## src/rtl/pipe_skid_stage.sv

```systemverilog
// pipe_skid_stage -- parametrised inter-stage pipeline buffer with a 2-entry
// skid register and valid/ready handshake on both sides.
//
// The main entry {m_data, m_ctrl} drives the outputs. The skid entry
// {s_data, s_ctrl} catches the one beat that can arrive while the registered
// in_ready is still high and downstream stalls. Flush squashes every held
// control field to CTRL_NOP but keeps the data fields, so the last PC stays
// visible to interrupt / return-address logic.
//
// Optional feature macro: PIPE_SKID_STATS_EN (adds stall_cnt / flush_cnt).
//
// Ports:
//   clk        stage clock; active edge chosen by NEG_EDGE (1 = falling)
//   reset      asynchronous, active-high
//   flush      synchronous squash, sampled on the active edge
//   in_valid   upstream has a beat
//   in_ready   stage can accept a beat (registered)
//   in_data    upstream data payload  [DATA_W]
//   in_ctrl    upstream control payload [CTRL_W]
//   out_valid  main entry holds a valid beat
//   out_ready  downstream accepts; 0 is a stall
//   out_data   main entry data [DATA_W]
//   out_ctrl   main entry control [CTRL_W]; CTRL_NOP whenever out_valid=0
//   stall_cnt  saturating count of stalled offers [STAT_W] (stats build only)
//   flush_cnt  saturating count of flushes [STAT_W] (stats build only)

module pipe_skid_stage #(
  parameter int                 DATA_W   = 64,
  parameter int                 CTRL_W   = 32,
  parameter logic [CTRL_W-1:0]  CTRL_NOP = {CTRL_W{1'b0}},
  parameter bit                 NEG_EDGE = 1'b1,
  parameter int                 STAT_W   = 16
) (
  input  logic              clk,
  input  logic              reset,
  input  logic              flush,
  input  logic              in_valid,
  output logic              in_ready,
  input  logic [DATA_W-1:0] in_data,
  input  logic [CTRL_W-1:0] in_ctrl,
  output logic              out_valid,
  input  logic              out_ready,
  output logic [DATA_W-1:0] out_data,
  output logic [CTRL_W-1:0] out_ctrl
`ifdef PIPE_SKID_STATS_EN
  ,
  output logic [STAT_W-1:0] stall_cnt,
  output logic [STAT_W-1:0] flush_cnt
`endif
);

  if (DATA_W < 1 || CTRL_W < 1 || STAT_W < 1) begin : g_bad_width
    $error("pipe_skid_stage: DATA_W, CTRL_W and STAT_W must all be >= 1");
  end

  typedef enum logic [1:0] {
    EMPTY = 2'b00,
    ONE   = 2'b01,
    FULL  = 2'b11
  } state_t;

  // Every register in the stage runs off one effective clock, so the edge
  // selection lives in a single place and reset stays asynchronous.
  logic aclk;
  assign aclk = NEG_EDGE ? ~clk : clk;

  state_t            state, state_nx;
  logic [DATA_W-1:0] m_data, m_data_nx, s_data, s_data_nx;
  logic [CTRL_W-1:0] m_ctrl, m_ctrl_nx, s_ctrl, s_ctrl_nx;
  logic              in_ready_nx;
  logic              in_fire, out_fire;

  assign out_valid = (state != EMPTY);
  assign out_data  = m_data;
  assign out_ctrl  = m_ctrl;
  assign in_fire   = in_valid & in_ready;
  assign out_fire  = out_valid & out_ready;

  always_ff @(posedge aclk or posedge reset) begin
    if (reset) begin
      state    <= EMPTY;
      in_ready <= 1'b1;
      m_data   <= '0;
      s_data   <= '0;
      m_ctrl   <= CTRL_NOP;
      s_ctrl   <= CTRL_NOP;
    end else begin
      state    <= state_nx;
      in_ready <= in_ready_nx;
      m_data   <= m_data_nx;
      s_data   <= s_data_nx;
      m_ctrl   <= m_ctrl_nx;
      s_ctrl   <= s_ctrl_nx;
    end
  end

  always_comb begin
    state_nx  = state;
    m_data_nx = m_data;
    m_ctrl_nx = m_ctrl;
    s_data_nx = s_data;
    s_ctrl_nx = s_ctrl;
    if (flush) begin
      // Data is deliberately held; any in_fire this cycle is dropped.
      state_nx  = EMPTY;
      m_ctrl_nx = CTRL_NOP;
      s_ctrl_nx = CTRL_NOP;
    end else begin
      case (state)
        EMPTY: begin
          if (in_fire) begin
            state_nx  = ONE;
            m_data_nx = in_data;
            m_ctrl_nx = in_ctrl;
          end
        end
        ONE: begin
          if (in_fire && out_fire) begin
            m_data_nx = in_data;
            m_ctrl_nx = in_ctrl;
          end else if (in_fire) begin
            state_nx  = FULL;
            s_data_nx = in_data;
            s_ctrl_nx = in_ctrl;
          end else if (out_fire) begin
            state_nx  = EMPTY;
            m_ctrl_nx = CTRL_NOP;
          end
        end
        FULL: begin
          // in_ready is 0 here, so only the drain side can move.
          if (out_fire) begin
            state_nx  = ONE;
            m_data_nx = s_data;
            m_ctrl_nx = s_ctrl;
            s_ctrl_nx = CTRL_NOP;
          end
        end
        default: begin
          // Unused encoding 2'b10: fall back to a clean bubble.
          state_nx  = EMPTY;
          m_ctrl_nx = CTRL_NOP;
          s_ctrl_nx = CTRL_NOP;
        end
      endcase
    end
    // Registered ready: computed from where the FSM is going, so it is 0
    // exactly for the cycles spent in FULL.
    in_ready_nx = (state_nx != FULL);
  end

`ifdef PIPE_SKID_STATS_EN
  function automatic logic [STAT_W-1:0] sat_inc(input logic [STAT_W-1:0] v);
    return (&v) ? v : v + STAT_W'(1);
  endfunction

  always_ff @(posedge aclk or posedge reset) begin
    if (reset) begin
      stall_cnt <= '0;
      flush_cnt <= '0;
    end else begin
      if (in_valid && !in_ready && !flush) stall_cnt <= sat_inc(stall_cnt);
      if (flush)                           flush_cnt <= sat_inc(flush_cnt);
    end
  end
`endif

endmodule

```

## config.mk

```make
export PLATFORM = sky130hd
export DESIGN_NAME = pipe_skid_stage
export DESIGN_NICKNAME = d
export VERILOG_FILES = /design/src/rtl/pipe_skid_stage.sv
export SDC_FILE = /design/constraint.sdc
export NUM_CORES = 1
export LEC_CHECK = 0
export ABC_AREA = 0
export CORE_MARGIN = 5
export CORE_UTILIZATION = 55
export DETAILED_ROUTE_END_ITERATION = 10
export HOLD_SLACK_MARGIN = 0.02
export PLACE_DENSITY = 0.86
export REMOVE_ABC_BUFFERS = 1
export SLEW_MARGIN = 5
export SYNTH_ARGS = -nofsm -noshare
export SYNTH_HDL_FRONTEND = slang
export SYNTH_SLANG_ARGS = --single-unit
```

## constraint.sdc

```tcl
create_clock -name clk -period 12.1 [get_ports clk]
set_clock_uncertainty 0.1 [all_clocks]
set_input_delay 2.42 -clock clk [delete_from_list [all_inputs] [get_ports clk]]
set_output_delay 2.42 -clock clk [all_outputs]
set_load 0.03 [all_outputs]
```

==> results of run 1 <==
[power groups by stage]
stage                Clock (W)  Sequential (W)  Combinational [W]
floorplan           0.00000103        0.000942           0.000155
global placement    0.00000103        0.000837           0.000456
detailed placement  0.00000103        0.000844           0.000466
CTS                   0.000559        0.000835           0.000469
global route          0.000588        0.000848           0.000493
finish                0.000551        0.000835           0.000465
[cell families (layout without fill, tap and decap cells)]
logic type / count (synthesis) / count (layout)
buffers and inverters: 107 / 282
DFF: 195 / 195
AOI/OAI and AO/OA: 133 / 133
and+or+nand+nor: 107 / 107
muxes: 193 / 193
[worst max-delay path, stage by stage, from the launching register on]
cell and delay (ns):
dfrtn_1 0.38, buf_4 0.41, nor2_2 0.04, buf_4 0.27
inv_1 0.11, clkdlybuf4s50_1 0.67
[area by class of cell]
cell class,count,share of cell area (%)
multi-input cells,433,32.44
clock buffers,17,3.590
clock inverters,15,1.246
flip-flops and latches,195,41.18
repair buffers,214,18.01
inverters,36,1.204
well taps,220,2.323
[synthesized netlist by cell type]
cell type    n  share of area, %
nor4bb_1     1              0.11
inv_2        1             0.041
a211o_1      1             0.095
nor3b_1      1             0.082
o21ai_0      1             0.054
inv_1       36               1.5
a22oi_1     32               2.6
or3_1        1             0.068
mux2_2     175                21
nand3_1     32               1.7
buf_2        5              0.27
nand3b_1     1             0.082
buf_4        7              0.57
dfstp_2      1              0.29
and4b_1      1              0.11
and2_1       2              0.14
nand2_1     32               1.3
or4b_2      32               3.5
nand2b_1     1             0.068
nor2_1       1             0.041
a21oi_1     34               1.9
nor2b_1      1             0.068
buf_6        6              0.74
mux2_1      18               2.2
o31ai_1     32               2.6
nand2_2      1             0.068
a311oi_1    32               3.1
a2111oi_4    1              0.30
clkbuf_1    52               2.1
dfrtn_1    194                53
[state kept, by name, indices dropped and copies added (netlist names)]
name and count:
in_ready 1, s_ctrl 32, out_ctrl 32, state 2, s_data 64, out_data 64
[worst min path at each step]
stage / start / end / slack (ns)
floorplan: s_data[0]$_DFFE_NP0P_ / s_data[0]$_DFFE_NP0P_ / 0.34
global placement: out_data[31]$_DFFE_NP0P_ / out_data[31]$_DFFE_NP0P_ / 0.33
detailed placement: out_data[27]$_DFFE_NP0P_ / out_data[27]$_DFFE_NP0P_ / 0.34
CTS: out_data[27]$_DFFE_NP0P_ / out_data[27]$_DFFE_NP0P_ / 0.34
global route: out_data[27]$_DFFE_NP0P_ / out_data[27]$_DFFE_NP0P_ / 0.35
finish: out_data[27]$_DFFE_NP0P_ / out_data[27]$_DFFE_NP0P_ / 0.33
[routing by layer]
metal	track usage, %	part of all wire, %	up-vias
met5	0	0.031	-
met4	5.870	1.3	2
met3	5.214	7.3	35
met2	35.69	46	333
met1	33.95	45	3390
li1	-	-	3028
[per-stage QoR]
step / util, % / instance area (um^2) / hold WS (ns)
after floorplan: - / 8842 / 0.3373
after global placement: 68.52 / 11280 / 0.3274
after detailed placement: 68.52 / 11280 / 0.3383
after CTS: 71.98 / 11850 / 0.3382
after global routing: 71.98 / 11850 / 0.3524
final: 71.98 / 11850 / 0.3323
==> impl_metrics.yaml, run 1 <==
floorplan:
  fp.dieH_um: 139.2
  die_w_um: 139.2
  rows: 47
  floorplan.initialDensity_pct: 55.77
  boundaryPins: 199
  die_area_mm2: 0.01938
  placeableCoreArea_mm2: 0.01647
logic_synthesis:
  synthXorXnorAreaFrac_pct: 0
  synth_seq_cells: 195
  syn-cell-area_mm2: 0.009183
  synth_fa_ha_area_share_pct: 0
  synthMuxAreaShare_pct: 23.67
  synth_compound_area_share_pct: 10.59
  syn_avg_cell_area_um2: 12.49
  yosysSeqAreaShare_pct: 53.15
  synthSimpleGateAreaFrac_pct: 7.372
  yosysWarnings: 0
  synth.distinct_cells: 30
  synthCells: 735
  synth_top_family_by_area: "multiplexers"
run_status:
  outcome: "finished, final reports clean"
pwr:
  powerDensity_mw_per_mm2: 156.2
  ir_worst_vdd_v: 0.0001008
  switching_share_pct: 30.33
  total_power_w: 0.001852
  p_int_w: 0.001290
  power.switching_w: 0.0005616
  power_frac_comb_pct: 25.1
  seq_power_share_pct: 45.1
  clkPwrFrac_pct: 29.8
  p_leak_nw: 4.786
grt:
  antenna_found_initial: 1
  grt_pass1_wl_mm: 37.08
  grt_max_degree: 122
  first_global_vias: 6762
  grt.total_usage_pct: 23.26
  overflow: 0
timing:
  setup-violations-final: 0
  timing.final.hold_violations: 0
  rsz0062_at_grt: "false"
  tightestPinTransition_ns: 0.9182
  drv_slew: 0
  setup_slack_ns: 1.236
  slew_headroom_pct: 38.79
  setup_tns_ns: 0
clock_tree:
  cts_hold_buf: 0
  htreeDepth: 4
  postCtsSetupBuffers: 0
  clockBufferDepth: 2
  path_clk_slew_ns: 0.05
  cts-resized-gates: 0
  cts_buffers: 17
  clk_latency_ns: 0.45
  cts_tree: "built"
  root_buffer: "clkbuf_16"
  cts.sinks: 195
layout:
  multi_input_area_mm2: 0.003845
  nets: 999
  seq_area_mm2: 0.004881
  antenna_cells: 0
  final_cells: 1130
  final_cell_mix: "197 x clkdlybuf4s50_1, 194 x dfrtn_1, 175 x mux2_2"
  drive_above_1_share_pct: 28.90
  final_common_cell: "clkdlybuf4s50_1"
  fillers: 1100
  area_growth_syn_to_layout_pct: 29.06
drt:
  drcViolationCount: 0
  wl_per_cell_um: 20.23
  num_vias: 6788
  totalWireLength_mm: 22.86
  drtIter0Drc: 705
  ant_nets: 0
  drt_first_pass_iters: 6
  vias_per_cell: 6.007
place:
  place_ws_ns: 1.002
  numPortBuffers: 198
  place_hpwl_mm: 14.13
  numPlacedInstances: 1099
  place.gp.congestion: 0.8188
setup_path:
  endpoint_kind: "primary output"
  crit_arrival_ns: 8.34
  cp-endpoint: "out_valid"
  r2r_slack_ns: 9.46
  regToRegStartpoint: "state[0]$_DFF_NP0_"
  r2r-end: "out_ctrl[10]$_DFFE_NP0P_"
  r2r_cells: 6
  crit_path_start_kind: "flip-flop"
  cp.required_ns: 9.58
  crit_path_max_fanout: 41
  crit_start: "state[0]$_DFF_NP0_"
  critical_path_class: "reg2out"
min_path:
  hp-class: "reg2reg"
  whs_path_depth: 1
job:
  cap_viol_max_count: 0
Note: power is estimated with default switching activity, not from simulation.
==> inputs of run 2 (changes only) <==
--- a/config.mk
+++ b/config.mk
@@ -5,12 +5,14 @@
 export SDC_FILE = /design/constraint.sdc
 export NUM_CORES = 1
 export LEC_CHECK = 0
-export ABC_AREA = 0
+export ABC_AREA = 1
 export CORE_MARGIN = 5
 export CORE_UTILIZATION = 55
+export CTS_CLUSTER_DIAMETER = 100
+export CTS_CLUSTER_SIZE = 40
 export DETAILED_ROUTE_END_ITERATION = 10
 export HOLD_SLACK_MARGIN = 0.02
-export PLACE_DENSITY = 0.86
+export PLACE_DENSITY = 0.85
 export REMOVE_ABC_BUFFERS = 1
 export SLEW_MARGIN = 5
 export SYNTH_ARGS = -nofsm -noshare
==> impl_metrics.yaml, run 2 <==
place:
  place_hpwl_mm: 15.66
  place_area_mm2: 0.01147
  place.gp.congestion: 0.8150
  numPortBuffers: 198
grt:
  antenna_found_initial: 1
  overflow: 0
  grt_util_met1_pct: 34.05
  grt.total_usage_pct: 25.53
  gr-max-usage-layer: "met2"
  first_global_vias: 8385
  grt_use_met3_pct: 3.894
  grt_use_met2_pct: 41.91
  grt_pass1_wl_mm: 41.70
  grt_max_degree: 129
logic_synthesis:
  yosysTopAreaCellShare_pct: 51.62
  yosysWarnings: 0
  yosysSeqAreaShare_pct: 51.90
  syn-cell-area_mm2: 0.009405
  syn_avg_cell_area_um2: 7.441
  yosysTopAreaCell: "dfrtn_1"
  synth.distinct_cells: 19
  synth_edf_count: 0
  yosys-top-cells-count: "474 x nand2_1, 194 x dfrtn_1, 124 x inv_1, 79 x o21ai_0, 71 x nor2_1"
  synthCells: 1264
  async_flop_share_pct: 100.0
  synth_seq_cells: 195
  synthFlopType: "dfrtn_1"
  synth_most_common_cell: "nand2_1"
  synthTopCellsByArea: "dfrtn_1 52%, nand2_1 19%, inv_1 4.9%"
drt:
  drcViolationCount: 0
  vias_per_cell: 5.411
  num_vias: 8880
  drt_first_pass_iters: 5
  drtIter0Drc: 758
  wl_per_cell_um: 15.38
  ant_nets: 0
  totalWireLength_mm: 25.24
timing:
  setup-violations-final: 0
  slew_headroom_pct: 24.94
  hold_ws_ns: 0.3163
  drv_slew: 0
  timing.final.hold_violations: 0
  rsz0062_at_grt: "false"
  tightestPinTransition_ns: 1.126
pwr:
  p_leak_nw: 6.296
  power_frac_comb_pct: 27.2
  ir_worst_vdd_v: 0.0001045
  clkPwrFrac_pct: 29.0
  seq_power_share_pct: 43.8
  switching_share_pct: 33.26
  p_int_w: 0.001281
  power.switching_w: 0.0006384
  powerDensity_mw_per_mm2: 159.2
run_status:
  outcome: "finished, final reports clean"
floorplan:
  fp.dieH_um: 140.8
  placeableCoreArea_mm2: 0.01670
  die_area_mm2: 0.01982
  rows: 47
  boundaryPins: 199
  die_w_um: 140.8
  floorplan.initialDensity_pct: 56.32
setup_path:
  endpoint_kind: "primary output"
  critical_path_class: "reg2out"
  cp.required_ns: 9.58
  crit_path_max_fanout: 24
  crit_arrival_ns: 8.25
  crit_path_start_kind: "flip-flop"
clock_tree:
  clockBufferDepth: 2
  path_clk_slew_ns: 0.05
  cts_tree: "built"
  root_buffer: "clkbuf_16"
  cts-resized-gates: 0
  htreeDepth: 4
  cts_buffers: 17
  clk_latency_ns: 0.45
  cts.sinks: 195
  postCtsSetupBuffers: 0
  cts_hold_buf: 0
min_path:
  hp-class: "reg2reg"
layout:
  final_common_cell: "nand2_1"
  drive_above_1_share_pct: 4.437
  area_growth_syn_to_layout_pct: 28.14
  nets: 1509
  fillers: 1323
  final_cell_mix: "472 x nand2_1, 198 x clkdlybuf4s50_1, 194 x dfrtn_1"
  final_area_mm2: 0.01205
  fin_util_pct: 72.16
job:
  cap_viol_max_count: 0
==> run 2: cell count changes in the layout (fill, tap and decap cells not counted), moves of 18 or more <==
cell	previous run	this run
o21ai_0	1	79
inv_1	35	123
nor2_1	0	67
nand4_1	0	65
mux2_1	18	0
mux2_2	175	0
nor3_1	0	33
a311oi_1	32	0
or4b_2	32	0
nand3_1	32	65
a22oi_1	32	0
o31ai_1	32	0
nand2_1	32	472
a21oi_1	34	52
==> run 2: cells by family (layout without fill, tap and decap cells) <==
kind of cell           Yosys count  count (layout)  share of synthesized area, %
AOI/OAI and AO/OA              141             141                         7.570
and+or+nand+nor                711             711                         31.52
DFF                            195             195                         51.90
other                            0               1                             0
buffers and inverters          217             373                         9.020
==> run 2: worst paths after layout <==
check                                    startpoint                        to  slack, ns  cells after the start
max reg2reg                      state[0]$_DFF_NP0_  out_data[26]$_DFFE_NP0P_       8.99                      7
max                              state[0]$_DFF_NP0_                 out_valid       1.33                      3
min in group asynchronous                     reset  out_ctrl[26]$_DFFE_NP0P_       8.40                      2
max in group asynchronous                     reset  out_ctrl[13]$_DFFE_NP0P_       2.62                      3
min reg2reg                out_data[27]$_DFFE_NP0P_  out_data[27]$_DFFE_NP0P_       0.32                      2
min                        out_data[27]$_DFFE_NP0P_  out_data[27]$_DFFE_NP0P_       0.32                      2
==> run 2: critical path, stage by stage (launching register included) <==
cell and delay, ns:
dfrtn_1 0.56, nor2_1 0.11, inv_2 0.34, clkdlybuf4s50_1 0.77
==> run 2: final cells by class <==
type	instances	area [um^2]	area share [%]
inverter	128	488.0	4.049
timing repair buffer	213	2120	17.59
clock inverter	13	126.4	1.049
tap	220	275.3	2.284
clock buffer	19	452.9	3.758
antenna	1	2.502	0.02076
multi-input combinational	852	3706	30.75
sequential	195	4881	40.50
==> run 2: per-stage QoR <==
stage / total power [W] / cells / setup slack [ns] / TNS, ns
global route: 0.002015 / 1641 / 1.224 / 0
global placement: 0.001358 / 1609 / 1.148 / 0
floorplan: 0.001137 / 1176 / -1.588 / -339.12
detailed placement: 0.001373 / 1609 / 1.028 / 0
CTS: 0.001931 / 1640 / 1.338 / 0
finish: 0.001919 / 1641 / 1.328 / 0
==> run 2: per-layer routing <==
| metal | vias to the layer above | routed length [um] |
|---|---|---|
| met5 | - | 0 |
| li1 | 4275 | - |
| met4 | 0 | 741 |
| met3 | 48 | 1535 |
| met1 | 4244 | 10580 |
| met2 | 313 | 12380 |
==> run 2: power by group through the flow <==
stage | clock network, W | registers [W] | logic (W)
6_report | 0.000558 | 0.000840 | 0.000521
5_1_grt | 0.000595 | 0.000853 | 0.000567
4_1_cts | 0.000566 | 0.000840 | 0.000525
3_5_place_dp | 0.00000103 | 0.000849 | 0.000523
3_3_place_gp | 0.00000103 | 0.000847 | 0.000510
2_1_floorplan | 0.00000103 | 0.000958 | 0.000178
